--- src/rtl/toggle_event_rx.sv ---
// toggle_event_rx: receive end of a toggle-encoded event link.
//
// The sender flips t_in once per event. t_in is synchronised into the clk
// domain. Each level change becomes a one-cycle evt_pulse. Events are held as
// a saturating pending count behind a valid/ready handshake. A wrapping total
// is kept in evt_count.
//
// Optional feature macro: TOG_RX_ACK_EN
//   defined   - ack_out is a register that flips once per consumed event.
//   undefined - ack_out is tied to 0 and no ack register is built.
//
// Ports:
//   clk        in             rising-edge clock
//   rst        in             asynchronous active-high reset
//   t_in       in             toggle line from the sender (asynchronous)
//   evt_pulse  out            one-cycle pulse per detected toggle
//   evt_valid  out            at least one event pending
//   evt_ready  in             consumer accepts one event on evt_valid && evt_ready
//   pending    out [PEND_W]   outstanding events, saturates at 2^PEND_W-1
//   evt_count  out [CNT_W]    total detected events, wrapping
//   overflow   out            sticky: event arrived while pending was full
//   clr_ovf    in             synchronous clear of overflow (set wins)
//   ack_out    out            toggles once per consumed event
module toggle_event_rx #(
    parameter int unsigned SYNC_STAGES = 2,
    parameter int unsigned CNT_W       = 8,
    parameter int unsigned PEND_W      = 3
) (
    input  logic              clk,
    input  logic              rst,
    input  logic              t_in,
    output logic              evt_pulse,
    output logic              evt_valid,
    input  logic              evt_ready,
    output logic [PEND_W-1:0] pending,
    output logic [CNT_W-1:0]  evt_count,
    output logic              overflow,
    input  logic              clr_ovf,
    output logic              ack_out
);

    localparam int unsigned WU_W = $clog2(SYNC_STAGES + 1);
    localparam logic [PEND_W-1:0] PEND_MAX = '1;

    typedef enum logic {StWarmup, StRun} state_e;

    state_e              state_q;
    logic [SYNC_STAGES-1:0] sync_q;
    logic                sync_last;
    logic                prev_q;
    logic                pulse_q;
    logic [WU_W-1:0]     wu_q;
    logic [PEND_W-1:0]   pend_q;
    logic [CNT_W-1:0]    cnt_q;
    logic                ovf_q;
    logic                inc;
    logic                dec;
    logic                full;

    assign sync_last = sync_q[SYNC_STAGES-1];

    // Synchroniser chain, sync_q[0] is the capture flop.
    always_ff @(posedge clk or posedge rst) begin
        if (rst) begin
            sync_q <= '0;
        end else begin
            sync_q <= {sync_q[SYNC_STAGES-2:0], t_in};
        end
    end

    // Warm-up holds pulses off until the chain has flushed the reset zeros and
    // prev has caught the settled level. The chain's last stage only settles on
    // edge SYNC_STAGES, so prev samples it one edge later before RUN begins.
    always_ff @(posedge clk or posedge rst) begin
        if (rst) begin
            state_q <= StWarmup;
            wu_q    <= '0;
            prev_q  <= 1'b0;
            pulse_q <= 1'b0;
        end else begin
            prev_q <= sync_last;
            unique case (state_q)
                StWarmup: begin
                    pulse_q <= 1'b0;
                    if (wu_q == WU_W'(SYNC_STAGES)) begin
                        state_q <= StRun;
                    end else begin
                        wu_q <= wu_q + 1'b1;
                    end
                end
                StRun: begin
                    pulse_q <= sync_last ^ prev_q;
                end
            endcase
        end
    end

    assign inc  = pulse_q;
    assign dec  = evt_valid && evt_ready;
    assign full = (pend_q == PEND_MAX);

    always_ff @(posedge clk or posedge rst) begin
        if (rst) begin
            pend_q <= '0;
            cnt_q  <= '0;
            ovf_q  <= 1'b0;
        end else begin
            if (inc) begin
                cnt_q <= cnt_q + 1'b1;
            end
            // Simultaneous inc and dec cancel, even when full.
            if (inc && !dec) begin
                if (!full) begin
                    pend_q <= pend_q + 1'b1;
                end
            end else if (dec && !inc) begin
                pend_q <= pend_q - 1'b1;
            end
            if (inc && !dec && full) begin
                ovf_q <= 1'b1;
            end else if (clr_ovf) begin
                ovf_q <= 1'b0;
            end
        end
    end

`ifdef TOG_RX_ACK_EN
    logic ack_q;

    always_ff @(posedge clk or posedge rst) begin
        if (rst) begin
            ack_q <= 1'b0;
        end else if (dec) begin
            ack_q <= ~ack_q;
        end
    end

    assign ack_out = ack_q;
`else
    assign ack_out = 1'b0;
`endif

    assign evt_pulse = pulse_q;
    assign evt_valid = (pend_q != '0);
    assign pending   = pend_q;
    assign evt_count = cnt_q;
    assign overflow  = ovf_q;

endmodule
--- config.mk ---
export PLATFORM = sky130hd
export DESIGN_NAME = toggle_event_rx
export DESIGN_NICKNAME = d
export VERILOG_FILES = /design/src/rtl/toggle_event_rx.sv
export SDC_FILE = /design/constraint.sdc
export NUM_CORES = 1
export LEC_CHECK = 0
export ABC_AREA = 1
export CAP_MARGIN = 20
export CORE_MARGIN = 4
export CORE_UTILIZATION = 51
export CTS_CLUSTER_DIAMETER = 30
export DETAILED_ROUTE_END_ITERATION = 8
export GPL_TIMING_DRIVEN = 0
export PLACE_DENSITY = 0.77
export SLEW_MARGIN = 30
export SYNTH_ARGS = -nofsm -noshare
export SYNTH_HDL_FRONTEND = slang
export SYNTH_SLANG_ARGS = --single-unit
--- constraint.sdc ---
create_clock -name clk -period 3.9 [get_ports clk]
set_clock_uncertainty 0.1 [all_clocks]
set_input_delay 0.78 -clock clk [delete_from_list [all_inputs] [get_ports clk]]
set_output_delay 0.78 -clock clk [all_outputs]
set_load 0.03 [all_outputs]
# Word level (Yosys, flattened, before mapping)
# Cells that the tools add are included.
# Widths: inputs -> output; s select.
dict set report totals {
  ff_bits 19
  inputBits 5
  out_inout_bits 15
  word_cells 37
}
dict set report op_classes {
  add_sub_neg 4
  eq_ne 3
  n_mux 8
  bitwise_logic 3
  reduce_logical 11
}
# operator n
set ops {}
lappend ops {{$mux 3} 3}
lappend ops {{$add 8x1->8 const B} 1}
lappend ops {{$logic_and 1x1->1} 4}
lappend ops {{$mux 1} 4}
lappend ops {{$reduce_and 2->1} 2}
lappend ops {{$reduce_bool 2->1} 2}
lappend ops {{$add 3x1->3 const B} 1}
lappend ops {{$eq 3x3->1 const B} 1}
lappend ops {{$reduce_bool 3->1} 1}
lappend ops {{$sub 3x1->3 const B} 1}
lappend ops {{$add 2x1->2 const B} 1}
lappend ops {{$eq 2x2->1 const B} 1}
lappend ops {{$logic_not 1->1} 2}
lappend ops {{$ne 2x2->1 const B} 1}
lappend ops {{$not 1->1} 2}
lappend ops {{$pmux 1 s2} 1}
lappend ops {{$xor 1x1->1} 1}

# Depth between registers and ports, before layout
dict set report depth {
  ltp_word 6
  ltp_mapped 9
  mapped_depth_nobuf 9
}

# Worst setup path after synthesis
# OpenSTA, ideal clock, no wires.
dict set report synth_timing {
  path_kind {flip-flop to flip-flop}
  from {reg pend_q[0] (netlist: pending[0])}
  to {reg pend_q[2] (netlist: pending[2])}
  setup_time_ns 0.118
  arrival_time_ns 1.716
  t_required_ns 3.682
  setup_slack_ns 1.966
  path_stages_with_launch 9
  n_path_buf 0
  synth_period_minus_slack_ns 1.934
  path_cell_list {dfrtp_1 nor2_1 nand2_2 nand2_2 nand2_1 fa_1 nand3b_1 nand4_1 nand2_1}
}
dict set report synth_via {
  elab_chain_len 6
  elab_cells_between_ends 14
  cone_classes {add/sub (2); eq/ne (2); mux (3); reduce/logical (7)}
}
# item line_no
set synth_rtl {}
lappend synth_rtl {{from (decl)} 53} ;# logic [PEND_W-1:0] pend_q;
lappend synth_rtl {{from (signal assigned)} 114} ;# pend_q <= pend_q + 1'b1;
lappend synth_rtl {{from (signal assigned)} 117} ;# pend_q <= pend_q - 1'b1;
lappend synth_rtl {{$reduce_bool 3->1 (*)} 144} ;# assign evt_valid = (pend_q != '0);
lappend synth_rtl {{named net evt_valid} 33} ;# output logic evt_valid,
lappend synth_rtl {{$logic_and 1x1->1 (*)} 99} ;# assign dec = evt_valid && evt_ready;
lappend synth_rtl {{$logic_not 1->1} 112} ;# if (inc && !dec) begin
lappend synth_rtl {{$logic_and 1x1->1} 112}
lappend synth_rtl {{$ne 2x2->1 (no line) or $reduce_bool 2->1 (tied branches)} n/a}
lappend synth_rtl {{$reduce_and 2->1 (no line)} n/a}
# The timed path passes the listed nets; every way through them passes the cells marked *. The select of a mux whose other input is x is not followed.
# A chain may end at the register's enable or synchronous reset.

# Worst setup path after layout
dict set report layout_timing {
  from {reg pend_q[0] (netlist: pending[0])}
  to {out evt_valid}
}
dict set report layout_via {
  elab_chain_len 1
}
# item line_no
set layout_rtl {}
lappend layout_rtl {{$reduce_bool 3->1} 144}
lappend layout_rtl {{to (decl)} 33}
# No other way between the ends.

==> impl_results.md <==
- Status: complete, no violations
- Clk_lat worst skew: 0.29 ns
- Pin count of the biggest net entering global routing: 20
- HPWL Detailed: 1020 um
- Routed WL: 1350 um
- Drt wl/cell: between 10 and 15 um
- Die Y: roughly 49 um
- Initial antenna violation count: 0
- Starting Density: 55.4%
- TritonRoute pass-1 iters: 5
- Htree depth: 1
- Hold_buf cts: 0
- GRT Total Usage: between 10% and 20%
- Post-cts gate resize count: 0
- Switching Fraction: between 40% and 50%
- Post-route antenna net violation count: 0
- Overall Power: roughly 0.0008 W
- Clock power frac: about an eighth
- Rows: 14
- Seq pwr share: between 30% and 40%
- Peak supply drop: about 0.40 mV
- Minimum clock period: approximately 2.5 ns
- Via density: approximately 5
- # diodes: 0
- Detailed-route via count: ~590
- Clock slew at reported path FFs: roughly 0.10 ns
- Clock buffer count from CTS: 3
- Part of the power in combinational logic: between 40% and 50%
- Final hold vios: 0
- # setup viols final: 0
- Die X: just under 50 um
- TNS Setup: 0 ns
- Worst slew pin tran: a little under 0.7 ns
- Top cell type's share of synthesized area: between 50% and 60%
- Setup CP Type: register to output pin
- Residual DRC count: 0
- Synth unique cells: 21
- Layout Cells excl Fill: 120
- Number of global-route vias before repair: 552
- FILL cells: 121
- Port bufs: 18
- Maximum root-to-sink buffer count: 2
- Max Fclk: 404 MHz
- CP endpoint kind: output pin
- Pins over their slew limit: 0
- Sequential area share after synthesis: 55.7%
- Yosys warns: 0
- Commonest non-fill, non-tap cell in the layout: dfrtp_1
- Area grow syn2layout: 26.5%
- Worst path required time: roughly 3.0 ns
- Syn avg cell area: 10.4 um2
- RSZ-0062 raised after global routing: false
- CP Max Fanout: 5
- Starting DRT DRC Count: 5
- Multi-input gate area: 312 um2
- Hold_ws: 0.271 ns
- Power per Cell Area: roughly 740 mW/mm2
- RePlAce Congestion: 0.740
- Fin crit share: 63.4%
- Postcts setup bufs: 0
- Clk sinks: 19
- Mapped Nets: 90
- Total of max-cap violations: 0
- Layout cells sized above 1: between 10% and 20%
- Post-synth top area cell: dfrtp_1
- Worst slew margin: a little over half
- Ports: 20
- Synthesized area: between 800 and 900 um2
- Register area: about 480 um2
- Total Die Area: ~0.0024 mm2
- Crit path DAT: between 1.5 and 2 ns
- Global-route wire length before repair: roughly 2500 um
- Synthesized flop and latch total: 19
- CTS tree: done
- Synth Instances: 82
- Placed cells: approximately 120
- Core area: about 0.0015 mm2
- CTS Root Cell: clkbuf_4
- Top post-synthesis cells by area: dfrtp_1 (56%), xor2_1 (8.2%), nand2_1 (6.6%)
- Cell leakage power: roughly 0.53 nW
- GRT overflow: 0
- P_sw: approximately 0.00035 W
- Hold crit path type: register to register
- Final nets: 113
- Setup crit start kind: register
- Most frequent cells in the layout: dfrtp_1 (19), clkdlybuf4s50_1 (18), nand2_1 (15), inv_1 (11), xor2_1 (8)
- Cell internal pwr: between 0.0004 and 0.0005 W
[registers in the layout, summed over array words and instances, names as in the netlist]
| name | count |
|---|---|
| wu_q | 2 |
| evt_pulse | 1 |
| overflow | 1 |
| prev_q | 1 |
| state_q | 1 |
| sync_q | 2 |
| evt_count | 8 |
| pending | 3 |
[layout make-up]
| type | count | share of cell area (%) |
|---|---|---|
| plain buffers | 2 | 1.74 |
| clock buffers | 4 | 2.43 |
| inverters | 12 | 4.40 |
| multi-input cells | 49 | 28.9 |
| flip-flops and latches | 19 | 44.0 |
| well taps | 16 | 1.85 |
| repair buffers | 18 | 16.7 |
[synthesized netlist by cell type]
cell and n:
nand3_2 1, fa_1 1, o22ai_1 1, nand3b_1 1
inv_4 1, buf_4 1, dfrtp_1 19, ha_1 2
inv_1 11, buf_6 1, nor2_1 5, xor2_1 8
nor3_4 1, nand3_1 5, o21ai_0 2, nand4_1 1
conb_1 1, xnor2_1 1, nand2_2 3, nand2_1 15
and3b_1 1
[final timing paths]
path	startpoint	endpoint	slack [ns]	depth (start not counted)
min in group asynchronous	rst	wu_q[1]	0.78	2
setup / recovery	pending[0]	evt_valid	1.43	3
hold reg to reg	sync_q[0]	sync_q[1]	0.27	0
max in group asynchronous	rst	pending[0]	2.48	2
setup reg to reg	pending[0]	pending[2]	2.10	8
hold / removal	sync_q[0]	sync_q[1]	0.27	0
[kinds of logic after synthesis]
logic type,count (synthesis),share of synthesized area [%]
buf+inv,14,7.77
xor+xnor,9,9.24
other cells,1,0.439
flops,19,55.7
fa+ha+maj,3,5.28
simple gates,33,19.6
compound gates,3,1.91
[metal layers]
| metal | vias to the layer above | share of wire (%) | track usage, % |
|---|---|---|---|
| met5 | - | 0 | 0 |
| met3 | 3 | 5.6 | 5.20 |
| li1 | 296 | - | - |
| met1 | 274 | 47 | 17.4 |
| met2 | 14 | 47 | 19.8 |
| met4 | 0 | 0.74 | 4.04 |
[power by group through the flow]
| stage | logic [W] | registers (W) | clock network (W) |
|---|---|---|---|
| after global routing | 0.000415 | 0.000332 | 0.000114 |
| after global placement | 0.000383 | 0.000318 | 0 |
| after floorplan | 0.000144 | 0.000415 | 0 |
| after detailed placement | 0.000387 | 0.000323 | 0 |
| final | 0.000386 | 0.000318 | 0.0000969 |
| after CTS | 0.000390 | 0.000319 | 0.000101 |
[per-stage QoR]
| step | cell area (um2) | util [%] | setup WS (ns) |
|---|---|---|---|
| final | 1080 | 70.0 | 1.43 |
| after global routing | 1080 | 70.0 | 1.29 |
| after CTS | 1080 | 70.0 | 1.41 |
| after detailed placement | 1050 | 68.3 | 1.53 |
| after global placement | 1050 | 68.3 | 1.54 |
| after floorplan | 853 | - | 1.97 |
[worst max-delay path, cell delays in order, from the launching register on]
cell and delay (ns):
dfrtp_1 0.47, nor2_1 0.08, nand2_2 0.09, clkdlybuf4s50_1 0.67
No activity file was read; power rests on OpenSTA's default activity.
